[config.mk]
export PLATFORM = sky130hd
export DESIGN_NAME = h80cpu_uart_tx
export DESIGN_NICKNAME = d
export VERILOG_FILES = /design/src/rtl/h80cpu_uart_tx.sv
export SDC_FILE = /design/constraint.sdc
export NUM_CORES = 1
export LEC_CHECK = 0
export CORE_ASPECT_RATIO = 0.5
export CORE_UTILIZATION = 41
export DETAILED_ROUTE_END_ITERATION = 16
export SLEW_MARGIN = 20
export SYNTH_ARGS = -nofsm -noshare
export SYNTH_HDL_FRONTEND = slang
export SYNTH_SLANG_ARGS = --single-unit
[constraint.sdc]
create_clock -name clk -period 3.6 [get_ports clk]
set_clock_uncertainty 0.1 [all_clocks]
set_input_delay 0.9 -clock clk [delete_from_list [all_inputs] [get_ports clk]]
set_output_delay 0.9 -clock clk [all_outputs]
set_load 0.1 [all_outputs]
[src/rtl/h80cpu_uart_tx.sv]
// H80CPU transmit-only UART on the IO bus.
// Byte FIFO feeding an 8N1 serializer; TXDATA/STATUS register pair.
package h80cpu_pkg;
  typedef logic [15:0] bus_addr_t;
  typedef logic [15:0] bus_data_t;
  typedef enum logic [1:0] {
    bus_cmd_read_w,
    bus_cmd_write_w,
    bus_cmd_read_b,
    bus_cmd_write_b
  } bus_cmd_t;
endpackage

module h80cpu_uart_tx
  import h80cpu_pkg::*;
#(
  parameter int CLK_FREQ   = 27000000,
  parameter int BAUD       = 115200,
  parameter int FIFO_DEPTH = 8
) (
  input  logic      clk,
  input  logic      reset,
  input  bus_addr_t addr,
  input  bus_cmd_t  cmd,
  input  logic      run,
  input  bus_data_t wr_data,
  output bus_data_t rd_data,
  output logic      done,
  output logic      uart_txp
);

  localparam int DIV = CLK_FREQ / BAUD;
  localparam int CW  = $clog2(DIV);
  localparam int AW  = $clog2(FIFO_DEPTH);
  localparam logic [CW-1:0] BAUD_LAST = CW'(DIV - 1);
  localparam logic [AW:0]   CNT_FULL  = (AW + 1)'(FIFO_DEPTH);

  typedef enum logic [1:0] {
    S_IDLE,
    S_START,
    S_DATA,
    S_STOP
  } state_t;

  state_t        r_state;
  state_t        w_state_n;
  logic [CW-1:0] r_baud, w_baud_n;
  logic [2:0]    r_bit, w_bit_n;
  logic [7:0]    r_shift, w_shift_n;
  logic          r_txp, w_txp_n;
  logic          r_done;
  bus_data_t     r_rd_data;

  logic [7:0]    r_mem [FIFO_DEPTH];
  logic [AW-1:0] r_wp, r_rp;
  logic [AW:0]   r_count;

  logic          w_full, w_empty, w_busy;
  logic          w_pending, w_wr, w_rd;
  logic          w_txd, w_stat;
  logic          w_push, w_pop, w_stall, w_complete;
  logic [3:0]    w_cnt4;
  bus_data_t     w_status;
  logic [7:0]    w_head;
  logic          w_unused;

  assign w_unused = ^{wr_data[15:8], addr[0]};

  assign w_full  = (r_count == CNT_FULL);
  assign w_empty = (r_count == '0);
  assign w_busy  = (r_state != S_IDLE);
  assign w_cnt4  = 4'(r_count);
  assign w_head  = r_mem[r_rp];

  assign w_pending = (run != r_done);
  assign w_wr   = (cmd == bus_cmd_write_w) || (cmd == bus_cmd_write_b);
  assign w_rd   = (cmd == bus_cmd_read_w) || (cmd == bus_cmd_read_b);
  assign w_txd  = (addr[15:1] == 15'd0);
  assign w_stat = (addr[15:1] == 15'd1);

  // Full is judged on the registered count, so a pop never frees a slot
  // for a push at the same edge.
  assign w_stall    = w_pending && w_wr && w_txd && w_full;
  assign w_complete = w_pending && !w_stall;
  assign w_push     = w_complete && w_wr && w_txd;

  assign w_status = {8'h00, w_cnt4, 1'b0, w_busy, w_empty, w_full};

  always_comb begin
    w_state_n = r_state;
    w_baud_n  = r_baud + CW'(1);
    w_bit_n   = r_bit;
    w_shift_n = r_shift;
    w_pop     = 1'b0;
    unique case (r_state)
      S_IDLE: begin
        w_baud_n = '0;
        if (!w_empty) begin
          w_pop     = 1'b1;
          w_shift_n = w_head;
          w_state_n = S_START;
        end
      end
      S_START: begin
        if (r_baud == BAUD_LAST) begin
          w_baud_n  = '0;
          w_bit_n   = '0;
          w_state_n = S_DATA;
        end
      end
      S_DATA: begin
        if (r_baud == BAUD_LAST) begin
          w_baud_n  = '0;
          w_shift_n = {1'b0, r_shift[7:1]};
          if (r_bit == 3'd7) begin
            w_bit_n   = '0;
            w_state_n = S_STOP;
          end else begin
            w_bit_n = r_bit + 3'd1;
          end
        end
      end
      S_STOP: begin
        if (r_baud == BAUD_LAST) begin
          w_baud_n  = '0;
          w_state_n = S_IDLE;
          if (!w_empty) begin
            w_pop     = 1'b1;
            w_shift_n = w_head;
            w_state_n = S_START;
          end
        end
      end
      default: w_state_n = S_IDLE;
    endcase
    // Line is registered from the next state so each level lasts DIV clks
    w_txp_n = 1'b1;
    if (w_state_n == S_START) w_txp_n = 1'b0;
    if (w_state_n == S_DATA)  w_txp_n = w_shift_n[0];
  end

  always_ff @(posedge clk) begin
    if (reset) begin
      r_state <= S_IDLE;
      r_baud  <= '0;
      r_bit   <= '0;
      r_shift <= '0;
      r_txp   <= 1'b1;
    end else begin
      r_state <= w_state_n;
      r_baud  <= w_baud_n;
      r_bit   <= w_bit_n;
      r_shift <= w_shift_n;
      r_txp   <= w_txp_n;
    end
  end

  always_ff @(posedge clk) begin
    if (reset) begin
      r_wp    <= '0;
      r_rp    <= '0;
      r_count <= '0;
    end else begin
      if (w_push) r_wp <= r_wp + AW'(1);
      if (w_pop)  r_rp <= r_rp + AW'(1);
      if (w_push && !w_pop) r_count <= r_count + (AW + 1)'(1);
      if (w_pop && !w_push) r_count <= r_count - (AW + 1)'(1);
    end
  end

  always_ff @(posedge clk) begin
    if (!reset && w_push) r_mem[r_wp] <= wr_data[7:0];
  end

  always_ff @(posedge clk) begin
    if (reset) begin
      r_done    <= 1'b0;
      r_rd_data <= '0;
    end else if (w_complete) begin
      r_done    <= ~r_done;
      r_rd_data <= (w_rd && w_stat) ? w_status : '0;
    end
  end

  assign rd_data  = r_rd_data;
  assign done     = r_done;
  assign uart_txp = r_txp;

endmodule
Word-level counts from Yosys, hierarchy flattened
Memory sizes are Yosys's and may differ from the RTL's. A register that Yosys moved wholly into a read port is not among the register bits. Index checks and enable logic that the tools add are counted.

Add/sub/neg operators: 6. Multipliers: 0. Divide/modulo/power cells: 0. $lt $le $gt $ge: 0. Eq/ne operators: 16. Shifts and indexed selects: 0. Multiplexer cells: 29. Bitwise gates (word level): 1. Reduce and logical (&&, ||, !) cells: 27.

Operators by type and width (number): 2-to-1 mux 8 bit (5); case mux 8 bit (3 select lines) (1); case mux 8 bit (2 select lines) (1); == test 15 x 1 -> 1 bit, second input constant (1); zero test 15 bit (1); 2-to-1 mux 3 bit (5); == test 2 bit, second input constant (5); logical AND 1 bit (10); 2-to-1 mux 2 bit (5); adder 3 x 1 -> 3 bit, second input constant (3); adder 8 x 1 -> 8 bit, second input constant (1); == test 8 bit, second input constant (1); 2-to-1 mux 4 bit (2); case mux 2 bit (4 select lines) (1); 2-to-1 mux 1 bit (7); == test 2 x 1 -> 1 bit, second input constant (3); != test 2 bit, second input constant (3); case mux 3 bit (2 select lines) (1); AND reduction 3 bit (2); nonzero test 2 bit (3); adder 4 x 1 -> 4 bit, second input constant (1); == test 4 bit, second input constant (1); zero test 1 bit (4); zero test 2 bit (2); 9 further kinds (10).

Bits in registers: 49. Bits in latches: 0. RAM bits: 64. ROM bits: 0. Input port bits: 37. Logic and storage cells: 91. Memories kept: 1.

Memory list: r_mem (depth 8, width 8, rd ports 1, clocked after memory_dff 1, wr ports 1, RTL line 54) `logic [7:0] r_mem [FIFO_DEPTH];`.

Longest topological paths before layout
Depth after elaboration: 12. Depth in mapped cells: 13.

Worst setup path before layout
No wires, ideal clock.

Kind: input to register. Start point: in addr[12]. End point: reg r_count[3]. Library setup time: 0.071 ns. Arrival time: 3.113 ns. Data required time: 3.429 ns. Path slack: 0.316 ns. Stages on the path: 12. Buffers on the path: 1. Cells stage by stage: nor4_1 -> and4_1 -> and3_1 -> clkbuf_1 -> inv_1 -> ha_1 -> ha_1 -> a21o_1 -> a21oi_1 -> xnor2_1 -> or3_1 -> a21oi_1.

Word-level cells in the longest chain between the ends: 10. Elaborated cells between the ends (all ways): 12.

Ends and longest elaborated chain: from (decl) (RTL line 23) `input bus_addr_t addr,`; zero test 15 bit * (RTL line 78) `assign w_txd = (addr[15:1] == 15'd0);`; logical AND 1 bit (2 in a row) (RTL line 83) `assign w_stall = w_pending && w_wr && w_txd && w_full;`; zero test 1 bit (RTL line 84) `assign w_complete = w_pending && !w_stall;`; logical AND 1 bit (RTL line 84); logical AND 1 bit (RTL line 85) `assign w_push = w_complete && w_wr && w_txd;`; logical AND 1 bit * (RTL line 85); zero test 1 bit (RTL line 167) `if (w_pop && !w_push) r_count <= r_count - (AW + 1)'(1);`; logical AND 1 bit (RTL line 167); 2-to-1 mux 4 bit or nonzero test 2 bit (tied branches); to (signal assigned) (RTL line 166) `if (w_push && !w_pop) r_count <= r_count + (AW + 1)'(1);`; to (signal assigned) (RTL line 167); to (decl) (RTL line 56) `logic [AW:0] r_count;`.

Mark *: on every way between the ends. The rest lies on a longest branch, timed or not. A chain may end at the register's enable or synchronous reset.

Worst setup path in the final report
Start point: in addr[8]. End point: reg r_count[3].

Same word-level chain as after synthesis.

==> tab_implementation.tex <==
\begin{tabular}{lr}
\hline
Metric & Value \\
\hline
\multicolumn{2}{l}{\textbf{Pwr}} \\
\quad Switching part of the total power & 22.60\% \\
\quad Internal power contribution & 1810 µW \\
\quad Part of the power in the clock network & 40.1\% \\
\quad VDD IR max & 274.6 µV \\
\quad Static Leak & 0.001906 µW \\
\quad Sequential fraction of design power & 55.4\% \\
\quad Switching power & 528.7 µW \\
\quad Total power per unit cell area & 423.7 mW/mm² \\
\quad Combinational power share & 4.6\% \\
\multicolumn{2}{l}{\textbf{Floorplan}} \\
\quad Y dimension of the die & 77.51 µm \\
\quad Number of I/O pins & 55 \\
\quad DIE AREA & 0.01186 mm² \\
\quad Horizontal die dimension & 153.0 µm \\
\quad Effective utilization at floorplan & 42.33\% \\
\quad Cell Rows & 27 \\
\quad Std-Cell Core Area & 0.01105 mm² \\
\multicolumn{2}{l}{\textbf{Placed design}} \\
\quad Buffers on Ports & 35 \\
\quad Total half-perimeter wirelength after legalization and detailed placement & 6.503 mm \\
\quad Placed cell area & 0.005235 mm² \\
\quad Routability-driven placement congestion ratio & 0.8091 \\
\quad Cell count after placement & 538 \\
\multicolumn{2}{l}{\textbf{STA}} \\
\quad Fmax & 299.6 MHz \\
\quad Final period demand of the worst path & 3.338 ns \\
\quad Slew @ Worst Pin & 0.6777 ns \\
\quad Min Hold Slack & 0.3837 ns \\
\quad Final count of hold timing violations & 0 \\
\quad Final setup fails & 0 \\
\quad Period Utilization, post-route & 92.72\% \\
\quad Headroom to the max-slew limit & 54.76\% \\
\quad Final max-slew violation count & 0 \\
\quad Unrepaired setup endpoints after global routing & false \\
\multicolumn{2}{l}{\textbf{Global routing}} \\
\quad Grt total ovfl & 0 \\
\quad Total track usage & 16.58\% \\
\quad Initial antenna violation count & 0 \\
\quad Maximum number of pins on one net before global-route repair & 35 \\
\quad Wire length of the first global-routing pass & 14.88 mm \\
\quad Vias in the first global route & 2809 \\
\multicolumn{2}{l}{\textbf{Logic synthesis}} \\
\quad Portion of the post-synthesis area used by sequential elements & 59.51\% \\
\quad Number of enable flip-flop cells after synthesis & 64 \\
\quad Top cells by area in the synthesized netlist & sky130\_fd\_sc\_hd\_\_edfxtp\_1 (41\%), sky130\_fd\_sc\_hd\_\_dfxtp\_1 (18\%), sky130\_fd\_sc\_hd\_\_mux4\_2 (6.7\%) \\
\quad Top cell type by total area after synthesis & sky130\_fd\_sc\_hd\_\_edfxtp\_1 \\
\quad Netlist cell types & 58 \\
\quad Share of the synthesized area in the top cell type & 41.10\% \\
\quad Async SR Flop Fraction & 0\% \\
\quad Number of storage elements in the synthesis netlist & 107 \\
\quad Most used flip-flop cell after synthesis & sky130\_fd\_sc\_hd\_\_edfxtp\_1 \\
\quad Number of warning messages in the yosys log & 0 \\
\quad Average cell area after synthesis & 13.21 µm² \\
\quad Synth Instances & 354 \\
\quad Synthesized cell area & 0.004676 mm² \\
\multicolumn{2}{l}{\textbf{Routing}} \\
\quad Number of vias per cell after detailed routing & 5.273 \\
\quad Antenna-violating nets left & 0 \\
\quad Wire length per cell after detailed routing & 16.88 µm \\
\quad Detailed-route via count & 2921 \\
\quad First drt pass iteration count & 4 \\
\quad Routed wire length & 9.351 mm \\
\quad Number of design rule violations left after detail routing & 0 \\
\quad Initial detailed-routing violation count & 218 \\
\multicolumn{2}{l}{\textbf{Final layout}} \\
\quad Net count, final & 456 \\
\quad Post-route standard cell area excluding fillers & 0.005520 mm² \\
\quad Ant. Diodes & 0 \\
\quad Fraction of final layout cells sized beyond drive strength 1 & 17.60\% \\
\quad Synthesis-to-layout area growth & 18.06\% \\
\quad \# fillers & 947 \\
\quad Final cell count without fillers & 554 \\
\multicolumn{2}{l}{\textbf{Clocking}} \\
\quad Total number of H-tree levels & 3 \\
\quad TritonCTS clock tree & yes \\
\quad Post-cts resize count & 0 \\
\quad Deepest clock path buffer count & 2 \\
\quad Clock Pin Slew Worst Setup and Hold Paths & 0.07 ns \\
\quad Hold-fix buffers, CTS & 0 \\
\quad Cts bufs inserted & 9 \\
\quad CTS Root Cell & sky130\_fd\_sc\_hd\_\_clkbuf\_16 \\
\quad CTS sink cnt & 107 \\
\quad Clock latency reported for the late side of the worst-skew pair & 0.34 ns \\
\quad Setup repair bufs after CTS & 0 \\
\multicolumn{2}{l}{\textbf{Worst setup path}} \\
\quad Startpoint-to-endpoint class of the critical path & input pin to register \\
\quad Top fanout value on the critical path & 3 \\
\quad Arrival time of data at the critical path endpoint & 3.50 ns \\
\quad Crit path launch type & input pin \\
\quad Kind of capture point of the worst setup path & register \\
\quad Stage delay of the slowest cell on the critical path & 0.40 ns \\
\quad Required time of the worst setup path & 3.77 ns \\
\quad Highest-delay cell along the critical path & sky130\_fd\_sc\_hd\_\_clkdlybuf4s50\_1 \\
\quad Critical path, cell by cell & clkdlybuf4s50\_1 > nor4\_1 > and4\_1 > and3\_1 > inv\_1 > ha\_1 > ha\_1 > a21o\_1 > a21oi\_1 > xnor2\_1 > or3\_1 > a21oi\_1 \\
\multicolumn{2}{l}{\textbf{Hold path}} \\
\quad Class of the worst hold path & register to register \\
\multicolumn{2}{l}{\textbf{Flow run}} \\
\quad Max-Cap Viols & 0 \\
\multicolumn{2}{l}{\textbf{Status}} \\
\quad Result of the run & finished, final reports clean \\
\hline
\end{tabular}
cell usage after synthesis, drive strengths merged (2+ instances only):
master	n
nor2b	3
nor3	2
nor4	5
mux4	14
edfxtp	64
or4	2
or3	3
xor2	7
nand2b	6
nor4b	4
and3	6
nor2	44
a21oi	10
nand2	8
inv	8
a31oi	4
a211oi	3
nand4	2
buf	16
o21ai	13
mux2i	14
nand3b	2
nor3b	2
a221o	6
xnor2	8
clkbuf	8
ha	14
and4b	3
nand3	12
and4	2
dfxtp	43
sequential cells by signal, indices dropped and copies added, names as in the netlist, named ones only:
name and cells:
rd_data 7, r_bit 3, r_wp 3, r_state 2, r_baud 8, r_mem 64
done 1, r_shift 8, r_count 4, uart_txp 1, r_rp 3
final cells by class:
cell class              instances  area [µm²]  share of cell area, %
repair buffers                 55       478.0                  8.658
clock buffers                   9       225.2                  4.080
inverters                       8       30.03                 0.5440
well taps                     145       181.4                  3.286
multi-input cells             223        1763                  31.94
flip-flops and latches        107        2783                  50.41
clock inverters                 7       60.06                  1.088
power by group through the flow:
stage	clock, µW	sequential (µW)	combinational, µW
after floorplan	0	1330	65.2
after global placement	0	1320	104
after detailed placement	0	1320	107
after CTS	966	1290	107
after global routing	1020	1290	113
final	937	1300	107
layout by cell type, fill, tap and decap left out, types with 2 or more instances in the layout:
cell and instances:
sky130_fd_sc_hd__a211oi_2 2, sky130_fd_sc_hd__a21oi_1 10, sky130_fd_sc_hd__a221o_1 6, sky130_fd_sc_hd__a31oi_1 3, sky130_fd_sc_hd__and3_1 6, sky130_fd_sc_hd__and4b_1 3, sky130_fd_sc_hd__buf_4 29, sky130_fd_sc_hd__clkbuf_16 9
sky130_fd_sc_hd__clkdlybuf4s50_1 26, sky130_fd_sc_hd__conb_1 9, sky130_fd_sc_hd__dfxtp_1 43, sky130_fd_sc_hd__edfxtp_1 64, sky130_fd_sc_hd__ha_1 14, sky130_fd_sc_hd__inv_1 8, sky130_fd_sc_hd__inv_6 4, sky130_fd_sc_hd__mux2i_1 14
sky130_fd_sc_hd__mux4_2 14, sky130_fd_sc_hd__nand2_1 8, sky130_fd_sc_hd__nand2b_1 6, sky130_fd_sc_hd__nand3_1 12, sky130_fd_sc_hd__nand3b_1 2, sky130_fd_sc_hd__nand4_1 2, sky130_fd_sc_hd__nor2_1 43, sky130_fd_sc_hd__nor2b_1 3
sky130_fd_sc_hd__nor3_1 2, sky130_fd_sc_hd__nor4_1 4, sky130_fd_sc_hd__nor4b_1 2, sky130_fd_sc_hd__nor4b_2 2, sky130_fd_sc_hd__o21ai_0 13, sky130_fd_sc_hd__or3_1 3, sky130_fd_sc_hd__xnor2_1 8, sky130_fd_sc_hd__xor2_1 7
per-stage QoR:
step	total power (µW)	setup WS (ns)	TNS, ns	util (%)
after CTS	2368	0.2439	0	49.97
after detailed placement	1430	-0.07162	-0.07162	47.39
final	2339	0.2622	0	49.97
after global routing	2424	0.08397	0	49.97
after floorplan	1393	0.3162	0	-
after global placement	1427	0.04590	0	47.39
routing by layer:
layer	track usage [%]	part of all wire (%)	vias to the layer above
li1	-	-	1414
met1	22.30	49	1446
met2	26.94	47	52
met3	3.687	3.4	9
met4	4.949	1.0	0
met5	0	0	-
final timing paths:
kind	endpoint	startpoint	depth (start not counted)	slack (ns)
setup reg to reg	r_count[3]	r_baud[0]	11	0.34
hold reg to reg	rd_data[7]	rd_data[7]	2	0.38
hold / removal	rd_data[7]	rd_data[7]	2	0.38
setup / recovery	r_count[3]	addr[8]	12	0.26
cells by family (layout without fill, tap and decap cells):
group                    Yosys count  in the layout  share of synthesized area [%]
AND/OR/NAND/NOR                  109            109                          12.95
adder cells (fa/ha/maj)           15             15                          4.175
flip-flops                       107            107                          59.51
AO/OA/AOI/OAI                     46             46                          6.931
buffers and inverters             32             79                          3.559
other                              1              9                        0.08020
XOR/XNOR                          15             15                          2.810
multiplexers                      29             29                          9.981
critical path: cells and delay by family:
family                   cells  cell delay (ns)
XOR/XNOR                     1             0.10
buffers and inverters        2             0.46
AND/OR/NAND/NOR              4             1.00
AO/OA/AOI/OAI                3             0.53
adder cells (fa/ha/maj)      2             0.51
(Power assumes the default switching activity.)
